==> src/rtl/uart_pkg.sv <==
// Shared UART definitions: word width, handshake FSM encoding and tx-busy timeout default.
// Used by the receive, send and word-FIFO blocks.
package uart_pkg;

    localparam int DATA_W_DEF       = 64;
    localparam int BUSY_TIMEOUT_DEF = 1023;

    typedef enum logic [1:0] {
        ST_IDLE      = 2'd0,
        ST_WAIT_RISE = 2'd1,
        ST_WAIT_FALL = 2'd2
    } uart_state_e;

endpackage

==> src/rtl/sync_fifo_mem.sv <==
// Single-clock FIFO storage: array, wrapping pointers and a separately tracked occupancy count.
// Head word is visible combinationally; push while full is accepted only alongside a pop.
module sync_fifo_mem #(
    parameter int  DATA_W = 64,
    parameter int  DEPTH  = 8,
    localparam int ADDR_W = $clog2(DEPTH),
    localparam int CNT_W  = ADDR_W + 1
) (
    input  logic              clk_i,
    input  logic              rst_i,
    input  logic              push_i,
    input  logic              pop_i,
    input  logic [DATA_W-1:0] wr_dat_i,
    output logic [DATA_W-1:0] rd_dat_o,
    output logic [CNT_W-1:0]  count_o,
    output logic              full_o,
    output logic              empty_o
);

    localparam logic [CNT_W-1:0] FULL_CNT = CNT_W'(DEPTH);

    logic [DATA_W-1:0] mem_q [DEPTH];
    logic [ADDR_W-1:0] wr_ptr_q, wr_ptr_d;
    logic [ADDR_W-1:0] rd_ptr_q, rd_ptr_d;
    logic [CNT_W-1:0]  count_q, count_d;
    logic              push_ok, pop_ok;

    assign full_o   = (count_q == FULL_CNT);
    assign empty_o  = (count_q == '0);
    assign push_ok  = push_i && (!full_o || pop_i);
    assign pop_ok   = pop_i && !empty_o;
    assign rd_dat_o = mem_q[rd_ptr_q];
    assign count_o  = count_q;

    always_comb begin
        wr_ptr_d = wr_ptr_q;
        rd_ptr_d = rd_ptr_q;
        count_d  = count_q;
        if (push_ok) wr_ptr_d = wr_ptr_q + 1'b1;
        if (pop_ok)  rd_ptr_d = rd_ptr_q + 1'b1;
        if (push_ok && !pop_ok)      count_d = count_q + 1'b1;
        else if (pop_ok && !push_ok) count_d = count_q - 1'b1;
    end

    always_ff @(posedge clk_i) begin
        if (rst_i) begin
            wr_ptr_q <= '0;
            rd_ptr_q <= '0;
            count_q  <= '0;
        end else begin
            wr_ptr_q <= wr_ptr_d;
            rd_ptr_q <= rd_ptr_d;
            count_q  <= count_d;
        end
    end

    // Storage needs no reset; occupancy gates every read.
    always_ff @(posedge clk_i) begin
        if (push_ok) mem_q[wr_ptr_q] <= wr_dat_i;
    end

endmodule

==> src/rtl/uart_word_fifo.sv <==
// Elastic word buffer between UART receive and send; replays words via send_en/tx_busy handshake.
// Optional UART_FIFO_STATS_EN adds saturating drop_cnt and timeout_cnt outputs.
module uart_word_fifo
    import uart_pkg::*;
#(
    parameter int DATA_W       = DATA_W_DEF,
    parameter int DEPTH        = 8,
    parameter int BUSY_TIMEOUT = BUSY_TIMEOUT_DEF
) (
    input  logic                     sys_clk,
    input  logic                     sys_rst,
    input  logic                     recv_done,
    input  logic [DATA_W-1:0]        recv_data,
    input  logic                     tx_busy,
    output logic                     send_en,
    output logic [DATA_W-1:0]        send_data,
    output logic [$clog2(DEPTH):0]   fifo_count,
    output logic                     overflow
`ifdef UART_FIFO_STATS_EN
    ,
    output logic [15:0]              drop_cnt,
    output logic [15:0]              timeout_cnt
`endif
);

    localparam int               TMR_W   = $clog2(BUSY_TIMEOUT + 1);
    localparam logic [TMR_W-1:0] TMR_MAX = TMR_W'(BUSY_TIMEOUT);

    uart_state_e       state_q, state_d;
    logic [TMR_W-1:0]  timer_q, timer_d;
    logic              send_en_q, send_en_d;
    logic [DATA_W-1:0] send_data_q, send_data_d;
    logic              overflow_q, overflow_d;
    logic [DATA_W-1:0] head_dat;
    logic              fifo_full, fifo_empty;
    logic              pop, drop, timeout_hit;

    // Pop decision uses registered occupancy only, so a fresh push waits one cycle.
    assign pop         = (state_q == ST_IDLE) && !fifo_empty && !tx_busy;
    assign drop        = recv_done && fifo_full && !pop;
    assign timeout_hit = (state_q == ST_WAIT_RISE) && !tx_busy && (timer_q == TMR_MAX);

    sync_fifo_mem #(
        .DATA_W (DATA_W),
        .DEPTH  (DEPTH)
    ) u_mem (
        .clk_i    (sys_clk),
        .rst_i    (sys_rst),
        .push_i   (recv_done),
        .pop_i    (pop),
        .wr_dat_i (recv_data),
        .rd_dat_o (head_dat),
        .count_o  (fifo_count),
        .full_o   (fifo_full),
        .empty_o  (fifo_empty)
    );

    always_comb begin
        state_d     = state_q;
        timer_d     = timer_q;
        send_en_d   = 1'b0;
        send_data_d = send_data_q;
        overflow_d  = overflow_q | drop;
        case (state_q)
            ST_IDLE: begin
                if (pop) begin
                    send_data_d = head_dat;
                    send_en_d   = 1'b1;
                    timer_d     = '0;
                    state_d     = ST_WAIT_RISE;
                end
            end
            ST_WAIT_RISE: begin
                // A missed busy rise is treated as a completed send; no retry.
                if (tx_busy)             state_d = ST_WAIT_FALL;
                else if (timer_q == TMR_MAX) state_d = ST_IDLE;
                else                     timer_d = timer_q + 1'b1;
            end
            ST_WAIT_FALL: begin
                if (!tx_busy) state_d = ST_IDLE;
            end
            default: state_d = ST_IDLE;
        endcase
    end

    always_ff @(posedge sys_clk) begin
        if (sys_rst) begin
            state_q     <= ST_IDLE;
            timer_q     <= '0;
            send_en_q   <= 1'b0;
            send_data_q <= '0;
            overflow_q  <= 1'b0;
        end else begin
            state_q     <= state_d;
            timer_q     <= timer_d;
            send_en_q   <= send_en_d;
            send_data_q <= send_data_d;
            overflow_q  <= overflow_d;
        end
    end

    assign send_en   = send_en_q;
    assign send_data = send_data_q;
    assign overflow  = overflow_q;

`ifdef UART_FIFO_STATS_EN
    logic [15:0] drop_cnt_q, timeout_cnt_q;

    always_ff @(posedge sys_clk) begin
        if (sys_rst) begin
            drop_cnt_q    <= '0;
            timeout_cnt_q <= '0;
        end else begin
            if (drop && drop_cnt_q != 16'hFFFF)           drop_cnt_q    <= drop_cnt_q + 1'b1;
            if (timeout_hit && timeout_cnt_q != 16'hFFFF) timeout_cnt_q <= timeout_cnt_q + 1'b1;
        end
    end

    assign drop_cnt    = drop_cnt_q;
    assign timeout_cnt = timeout_cnt_q;
`endif

endmodule

==> config.mk <==
export PLATFORM = sky130hd
export DESIGN_NAME = uart_word_fifo
export DESIGN_NICKNAME = d
export VERILOG_FILES = /design/src/rtl/uart_pkg.sv /design/src/rtl/sync_fifo_mem.sv /design/src/rtl/uart_word_fifo.sv
export SDC_FILE = /design/constraint.sdc
export NUM_CORES = 1
export LEC_CHECK = 0
export ABC_CLOCK_PERIOD_IN_PS = 9000
export CORE_MARGIN = 2
export CORE_UTILIZATION = 59
export CTS_CLUSTER_SIZE = 14
export DETAILED_ROUTE_END_ITERATION = 8
export PLACE_DENSITY = 0.79
export SETUP_SLACK_MARGIN = 0.1
export SLEW_MARGIN = 10
export SYNTH_ARGS = -nofsm -noshare
export SYNTH_HDL_FRONTEND = slang
export SYNTH_SLANG_ARGS = --single-unit
==> constraint.sdc <==
create_clock -name sys_clk -period 9 [get_ports sys_clk]
set_clock_uncertainty 0.05 [all_clocks]
set_input_delay 1.8 -clock sys_clk [delete_from_list [all_inputs] [get_ports sys_clk]]
set_output_delay 1.8 -clock sys_clk [all_outputs]
set_load 0.01 [all_outputs]
# Yosys cells after proc, flatten, opt, wreduce, memory -nomap -nowiden
# Memories as Yosys holds them, arrays and structs flattened. A register that Yosys moved wholly into a read port is not among the register bits.
# Index checks and enable logic that the tools add are counted.
word_totals:
  n_memories: 1
  ram_bits: 512
  out_inout_bits: 70
  wordCells: 61
  inputBits: 68
  reg_bits: 24
memory_table:
  columns: ["name", "depth", "word_bits", "read_ports", "rd_clocked_by_memory_dff", "write_ports", "line", "text"]
  rows:
  - ["u_mem.mem_q", 8, 64, 1, 1, 1, "sync_fifo_mem.sv:22", "logic [DATA_W-1:0] mem_q [DEPTH];"]
op_classes:
  muxes: 14
  n_reduce_logical: 23
  add_sub_neg: 5
  n_eq_ne: 9
  n_bitwise: 2
op_table:
  columns: ["operator", "count"]
  rows:
  - ["2-to-1 mux 10 bit", 3]
  - ["one-hot mux 10 bit (2 select lines)", 1]
  - ["adder 10 x 1 -> 10 bit, second input constant", 1]
  - ["== test 10 bit, second input constant", 1]
  - ["logical AND 1 bit", 8]
  - ["2-to-1 mux 2 bit", 4]
  - ["2-to-1 mux 4 bit", 2]
  - ["!= test 2 bit, second input constant", 4]
  - ["adder 3 x 1 -> 3 bit, second input constant", 2]
  - ["logical NOT 1 bit", 6]
  - ["one-hot mux 2 bit (3 select lines)", 1]
  - ["adder 4 x 1 -> 4 bit, second input constant", 1]
  - ["== test 4 bit, second input constant", 1]
  - ["logical NOT 4 bit", 1]
  - ["AND reduction 4 bit", 1]
  - ["nonzero test 2 bit", 2]
  - ["subtractor 4 x 1 -> 4 bit, second input constant", 1]
  - ["2-to-1 mux 1 bit", 3]
  - ["!= test 3 x 2 -> 1 bit, second input constant", 1]
  - ["AND reduction 3 bit", 1]
  - ["== test 2 x 1 -> 1 bit, second input constant", 1]
  - ["== test 2 bit, second input constant", 1]
  - ["logical NOT 2 bit", 1]
  - ["AND reduction 2 bit", 1]
  - ["other kinds (4)", 4]

# Depth between registers and ports, before layout
# Gate-level depths: netlist of the first run.
logic_depth:
  depth_word: 10
  depth_mapped: 13
  ltp_nobuf: 10

# Hierarchy
# Synthesis of the first run repeated with hierarchy kept, for this count alone.
unflattened:
  cells_unflattened: 1178
  hier_area_um2: 22769.3
by_module_without_submodules:
  columns: ["module", "cells_each", "n_inst", "area_each_um2", "seq_area_each_um2"]
  rows:
  - ["sync_fifo_mem", 812, 1, 19874.1, 15635.0]
  - ["uart_word_fifo", 366, 1, 2895.3, 1561.5]

# Worst setup path after synthesis of the first run
# No wires, ideal clock.
synth_timing:
  path_type: "input-to-reg"
  from: "input tx_busy"
  to: "memory u_mem.mem_q[0][0] (enable)"
  setup_slack_ns: 1.661
  arrival_ns: 6.725
  setup_time_ns: 0.565
  stages: 4
  required_time_ns: 8.385
  path_buffers: 0
  cell_sequence: "nor3_2 > o21a_1 > nand2b_1 > nor3_1"
synth_between:
  elab_chain_len: 6
synth_lines:
  columns: ["item", "line", "text"]
  rows:
  - ["start, declared", "uart_word_fifo.sv:14", "input logic tx_busy,"]
  - ["logical NOT 1 bit", null, null]
  - ["logical AND 1 bit", "uart_word_fifo.sv:39", "assign pop = (state_q == ST_IDLE) && !fifo_empty && !tx_busy;"]
  - ["logical OR 1 bit", "sync_fifo_mem.sv:30", "assign push_ok = push_i && (!full_o || pop_i);"]
  - ["logical AND 1 bit", "sync_fifo_mem.sv:30", null]
  - ["via u_mem.push_ok", "sync_fifo_mem.sv:26", "logic push_ok, pop_ok;"]
  - ["2-to-1 mux 1 bit", "sync_fifo_mem.sv:59", "if (push_ok) mem_q[wr_ptr_q] <= wr_dat_i;"]
  - ["2-to-1 mux 1 bit (not written as such)", "sync_fifo_mem.sv:59", null]
  - ["end, declared", "sync_fifo_mem.sv:22", null]
# The timed path passes the listed nets, and every way through them passes these cells.

# Final worst setup path of the first run
layout_timing:
  from: "input tx_busy"
  to: "register u_mem.count_q[3] (netlist: u_mem.count_o[3])"
layout_between:
  elab_chain_len: 7
  word_cells_on_any_way: 11
  classes_between: "mux (1); reduce/logical (10)"
layout_lines:
  columns: ["item", "line", "text"]
  rows:
  - ["logical NOT 1 bit (*)", null, null]
  - ["logical AND 1 bit (*)", "uart_word_fifo.sv:39", null]
  - ["logical OR 1 bit", "sync_fifo_mem.sv:30", null]
  - ["logical AND 1 bit", "sync_fifo_mem.sv:30", null]
  - ["logical NOT 1 bit", "sync_fifo_mem.sv:42", "else if (pop_ok && !push_ok) count_d = count_q - 1'b1;"]
  - ["logical AND 1 bit", "sync_fifo_mem.sv:42", null]
  - ["nonzero test 2 bit (no line)", null, null]
  - ["end signal, assigned", "sync_fifo_mem.sv:53", "count_q <= count_d;"]
  - ["end, declared", "sync_fifo_mem.sv:25", "logic [CNT_W-1:0] count_q, count_d;"]
# Every way passes the cells marked *; elsewhere a longest branch is shown, timed or not.
# A chain may end at the register's enable or synchronous reset.

==> results.tsv, run 1 <==
metric	value	unit
wl_per_cell	24.6	microns
dp_hpwl	22800	microns
p_seq_share	46.9	%
grt_pass1_wl	69100	microns
layout.nets	1329	
clockBufferDepth	3	
yosys_warnings	0	
rsz0062_at_grt	no	
muxShareOfSynthArea	15.6	%
setup_viol	0	
drive_gt1_share	22.7	%
cts_root_buf	clkbuf_16	
synth_area_per_cell	20.6	sq um
max_stage_delay	0.91	ns
netlist_instances	1107	
worstMarginPinSlew	1.12	ns
synth_top_area_share	67.5	%
synthSimpleGateAreaFrac	2.61	%
cts-buffers-inserted	57	
fmax	207	MHz
ff2ff_path_depth	10	
cp_max_fo	77	
grt_pass1_vias	11500	
p_clk_share	31.4	%
firstDrtPassIters	5	
io_buffers	137	
yosysSeqAreaShare	75.2	%
synth.largest_area_cell	edfxtp_1	
start_util	60.2	%
cap_violations	0	
fillers	2311	
routed_wl	44700	microns
antenna_left	0	
outcome	finished, final reports clean	
endpoint_kind	flip-flop	
finalCritPeriodShare	53.7	%
cts_setup_buffers	0	
vias	11000	
clock_sinks	600	
leakage	8.11	nW
path_class	input pin to flip-flop	
async_reset_ff_share	0	%
drtIter0Drc	1018	
yosys-top-cells-area	edfxtp_1 67%, mux4_2 13%, dfxtp_1 7.7%	
synth_edf_count	512	
min_path_type	flip-flop to flip-flop	
vdd_drop_max	206	uV
critical_path_arrival	5.27	ns
via_per_inst	6.07	
final-hold-violation-count	0	
worstSkewPairLatency	0.60	ns
holdWs	0.434	ns
setup_tns	0	ns
row_count	71	
syn_to_final_growth	16.1	%
cts_resized	0	
holdPathStages	2	
fin_util	69.9	%
die_h	200	microns
gp_congestion	0.779	
grt_usage	22.7	%
cts_tree	done	
die_w	200	microns
ys.flop_type	edfxtp_1	
p_sw_share	26.4	%
ioPinCount	138	
synth_fa_ha_area_share	0.417	%
netSwitchingPower	1.93	mW
comb_power_share	21.7	%
internal-power	5.38	mW
synth_area	22800	sq um
grt_overflow	0	
slowest_stage	and2_4	
cts_hold_buf	0	
core	37800	sq um
finalCriticalPeriod	4.83	ns
clk_pin_slew	0.06	ns
worstPathCellList	clkdlybuf4s50_1, nor3_2, and2_4, inv_1, ha_1, inv_1, ha_1, a21o_1, a21oi_1, mux2i_1, mux2_2	
p_per_area	276	nW/um^2
synth-xor-area-share	0.231	%
required	9.44	ns
synth_compound_area_share	4.40	%
dieArea	40200	sq um
syn-num-nets	1182	
synth.distinct_cells	46	
grt_start_max_net_pins	78	
startpoint_type	input pin	
maxSlewHeadroom	25.4	%
synth_top_family_by_area	multiplexers	
drc_errors	0	
synth-seq-cells	600	
htreeDepth	2	
placed_area	24600	sq um
antenna_found_initial	4	
maxSlewViolCount	0	
final_area	26400	sq um
layout make-up:
class                           count  area, sq um  area share (%)
Antenna cell                        3         7.51          0.0284
Clock buffer                       77         1530            5.80
Clock inverter                     29          259           0.980
Inverter                            2         7.51          0.0284
Multi-Input combinational cell    441         5370            20.3
Sequential cell                   600        17100            64.9
Tap cell                          511          639            2.42
Timing Repair Buffer              152         1480            5.60
critical path: cells and delay by family:
family,cells,cell delay (ns)
buf+inv,3,0.80
fa+ha+maj,2,0.54
simple gates,2,1.18
compound gates,2,0.35
mux,2,0.60
routing by layer:
metal | vias to the layer above | wire (microns) | part of all wire, % | global-route usage (%)
met5 | - | 13 | 0.029 | 0
met4 | 2 | 1020 | 2.3 | 6.22
met3 | 72 | 2610 | 5.8 | 4.25
met2 | 395 | 22300 | 50 | 37.1
met1 | 5743 | 18700 | 42 | 31.9
li1 | 4813 | - | - | -
cell usage in the layout (no fill, tap or decap), drive strengths merged, types with 8 or more instances in the layout:
cell           count
mux4             128
clkinv            22
nor3               8
buf               16
clkdlybuf4s50    136
a21oi             15
dfxtp             88
edfxtp           512
mux2i             67
a211oi            66
clkbuf            77
nor2              90
Yosys cell counts (2+ instances only):
| master | number |
|---|---|
| xor2_1 | 3 |
| a311oi_1 | 2 |
| mux2i_1 | 67 |
| edfxtp_1 | 512 |
| nand2_1 | 6 |
| buf_1 | 2 |
| nor2_1 | 90 |
| nand2b_1 | 7 |
| a211oi_1 | 6 |
| a21o_1 | 2 |
| inv_1 | 2 |
| and3_1 | 3 |
| clkbuf_1 | 31 |
| nor2b_1 | 2 |
| o31ai_1 | 3 |
| buf_2 | 22 |
| nor3_1 | 7 |
| dfxtp_1 | 88 |
| nand4_1 | 2 |
| ha_1 | 6 |
| buf_6 | 7 |
| xnor2_1 | 3 |
| o21a_1 | 2 |
| o21ai_0 | 6 |
| a21oi_1 | 15 |
| mux4_2 | 128 |
| nand3_1 | 5 |
| a211oi_2 | 60 |
path summary, 6_finish.rpt:
check / from / endpoint / slack [ns]
max reg2reg: state_q[0]$_SDFFE_PP0P_ / u_mem.count_o[3]$_SDFFE_PP0P_ / 5.39
max: tx_busy / u_mem.count_o[3]$_SDFFE_PP0P_ / 4.17
min: overflow$_SDFF_PP0_ / overflow$_SDFF_PP0_ / 0.43
min reg2reg: overflow$_SDFF_PP0_ / overflow$_SDFF_PP0_ / 0.43
metrics by stage:
stage | power [mW] | setup WS, ns | instances
finish | 7.30 | 4.17 | 1815
global route | 7.62 | 3.95 | 1814
CTS | 7.39 | 4.17 | 1812
detailed placement | 5.07 | 3.55 | 1706
global placement | 5.03 | 3.72 | 1706
floorplan | 4.56 | 1.66 | 1107
power groups by stage:
stage               Clock, mW  Sequential [mW]  Combinational [mW]
floorplan                   0             3.46                1.10
global placement            0             3.48                1.56
detailed placement          0             3.49                1.59
CTS                      2.34             3.43                1.61
global route             2.45             3.46                1.71
finish                   2.30             3.43                1.58
logic make-up after synthesis:
| group | count (synthesis) |
|---|---|
| compound gates | 100 |
| xor+xnor | 6 |
| fa+ha+maj | 7 |
| buf+inv | 66 |
| flops | 600 |
| mux | 196 |
| simple gates | 132 |
flip-flops by register name (all words and copies together), names as in the netlist:
signal	cells
u_mem.count_o	4
overflow	1
u_mem.rd_ptr_q	3
send_data	64
u_mem.mem_q	512
state_q	2
timer_q	10
u_mem.wr_ptr_q	3
send_en	1
Note: power is estimated with default switching activity, not from simulation.
==> run 2, diff against run 1 <==
Settings changed: ABC_CLOCK_PERIOD_IN_PS 9000 to 4300, CORE_UTILIZATION 59 to 53, PLACE_DENSITY 0.79 to 0.75.
Clock period 9 ns to 4.3 ns, I/O delays scaled along.
==> run 2 against run 1 <==
Wire length decreased by 2.4%. Worst setup slack worse by 2.9 ns. Combinational power rose by 110%. Die area rose by 11%. Critical path depth shrank 1. Non-clock buffer count is 15 higher. Sequential share of layout area is 0.90 points lower. Hold slack got worse by 0.0012 ns. Final area rose by 1.4%. Sequential power rose by 110%. Via count down 0.48%. Register-to-register slack got worse by 4.1 ns.
==> results.tsv, run 2 (same netlist as run 1, synthesis figures left out) <==
metric	value	unit
p_per_area	581	nW/um^2
min_path_type	flip-flop to flip-flop	
leakage	8.28	nW
r2r-start	u_mem.count_o[0]$_SDFFE_PP0P_	
regToRegEndpoint	u_mem.count_o[3]$_SDFFE_PP0P_	
grt_pass1_vias	11300	
required	4.75	ns
clk_pin_slew	0.06	ns
clock_sinks	600	
grt_pass1_wl	67000	microns
htreeDepth	2	
final_common_cell	edfxtp_1	
worstSkewPairLatency	0.62	ns
worst_slack	1.25	ns
maxSlewHeadroom	31.0	%
setup_viol	0	
top_register	u_mem.mem_q	
final_cell_mix	512 x edfxtp_1, 136 x clkdlybuf4s50_1, 128 x mux4_2	
cp_max_fo	5	
firstDrtPassIters	5	
drc_errors	0	
dp_hpwl	24600	microns
critical_path_arrival	3.49	ns
path_class	input pin to flip-flop	
grt_start_max_net_pins	131	
worstMarginPinSlew	1.04	ns
die_h	211	microns
endpoint_kind	flip-flop	
clockBufferDepth	3	
rsz0062_at_grt	no	
gp_congestion	0.776	
outcome	finished, final reports clean	
fmax	328	MHz
startpoint_type	input pin	
largest_register_ffs	512	
syn_to_final_growth	17.7	%
holdPathStages	2	
layout.nets	1345	
via_per_inst	5.91	
drive_gt1_share	24.4	%
final-hold-violation-count	0	
reg2reg_slack	1.29	ns
io_buffers	137	
antenna_left	0	
hold_end	overflow$_SDFF_PP0_	
vias	11000	
p_total	15.6	mW
antenna_found_initial	3	
core	42200	sq um
cts_resized	0	
drtIter0Drc	900	
die_w	211	microns
dpl_worst_slack	0.666	ns
routed_wl	43600	microns
cts_hold_buf	0	
maxSlewViolCount	0	
cap_violations	0	
finalCritPeriodShare	70.8	%
grt_usage	20.1	%
ff2ff_path_depth	9	
wl_per_cell	23.5	microns
vdd_drop_max	466	uV
dieArea	44700	sq um
cts_root_buf	clkbuf_16	
ioPinCount	138	
cts_tree	done	
finalCriticalPeriod	3.05	ns
hp-start	overflow$_SDFF_PP0_	
row_count	75	
start_util	53.9	%
grt_overflow	0	
cts-buffers-inserted	58	
cts_setup_buffers	0	
fin_util	63.5	%
## run 2: cell count changes in the layout (fill, tap and decap cells not counted), moves of 2 or more
cell / before / now
nor3_2: 3 / 1
clkbuf_8: 1 / 4
bufinv_16: 4 / 7
clkinv_2: 7 / 10
diode_2: 3 / 1
inv_6: 0 / 3
nor3_4: 0 / 2
clkbuf_1: 18 / 11
clkinvlp_4: 2 / 0
buf_4: 16 / 23
buf_12: 0 / 8
clkinv_1: 14 / 12
## run 2: cell type report
class	instances	area (sq um)
antenna	1	2.50
clock buffer	73	1550
clock inverter	35	362
fill	2807	15400
inverter	2	7.51
multi-input combinational	441	5380
sequential	600	17100
tap	539	674
timing repair buffer	167	1690
## run 2: critical path, stage by stage
cell,delay (ns)
clkdlybuf4s50_1,0.48
nor3_2,0.27
o21a_1,0.35
ha_1,0.23
inv_1,0.10
ha_1,0.30
a21o_1,0.19
a21oi_1,0.16
mux2i_1,0.21
mux2_2,0.34
## run 2: worst max-delay path by stage
stage	from	end	slack [ns]	cells past startpoint
floorplan	tx_busy	u_mem.mem_q[2][0]$_DFFE_PP_	-0.38	4
global placement	tx_busy	u_mem.count_o[3]$_SDFFE_PP0P_	0.69	10
detailed placement	tx_busy	u_mem.count_o[3]$_SDFFE_PP0P_	0.67	10
CTS	tx_busy	u_mem.count_o[3]$_SDFFE_PP0P_	1.25	10
global route	tx_busy	u_mem.count_o[3]$_SDFFE_PP0P_	1.07	10
finish	tx_busy	u_mem.count_o[3]$_SDFFE_PP0P_	1.25	10
## run 2: per-stage QoR
| step | instances | hold slack, ns | area (sq um) | TNS [ns] |
|---|---|---|---|---|
| 2_1_floorplan | 1107 | 0.415 | 22800 | -115.70 |
| 3_3_place_gp | 1749 | 0.407 | 24900 | 0 |
| 3_5_place_dp | 1749 | 0.420 | 24900 | 0 |
| 4_1_cts | 1857 | 0.435 | 26800 | 0 |
| 5_1_grt | 1858 | 0.469 | 26800 | 0 |
| 6_report | 1858 | 0.433 | 26800 | 0 |
## run 2: per-layer routing
layer / share of wire (%) / track usage (%)
met1: 43 / 28.6
met2: 49 / 32.3
met3: 5.9 / 3.43
met4: 1.8 / 5.73
met5: 0.078 / 1.33
## run 2: where the power goes
group	switching, mW	internal (mW)	total [mW]
Combinational	1.60	1.76	3.37
Clock	2.11	2.96	5.07
Sequential	0.338	6.80	7.14
Total	4.05	11.5	15.6
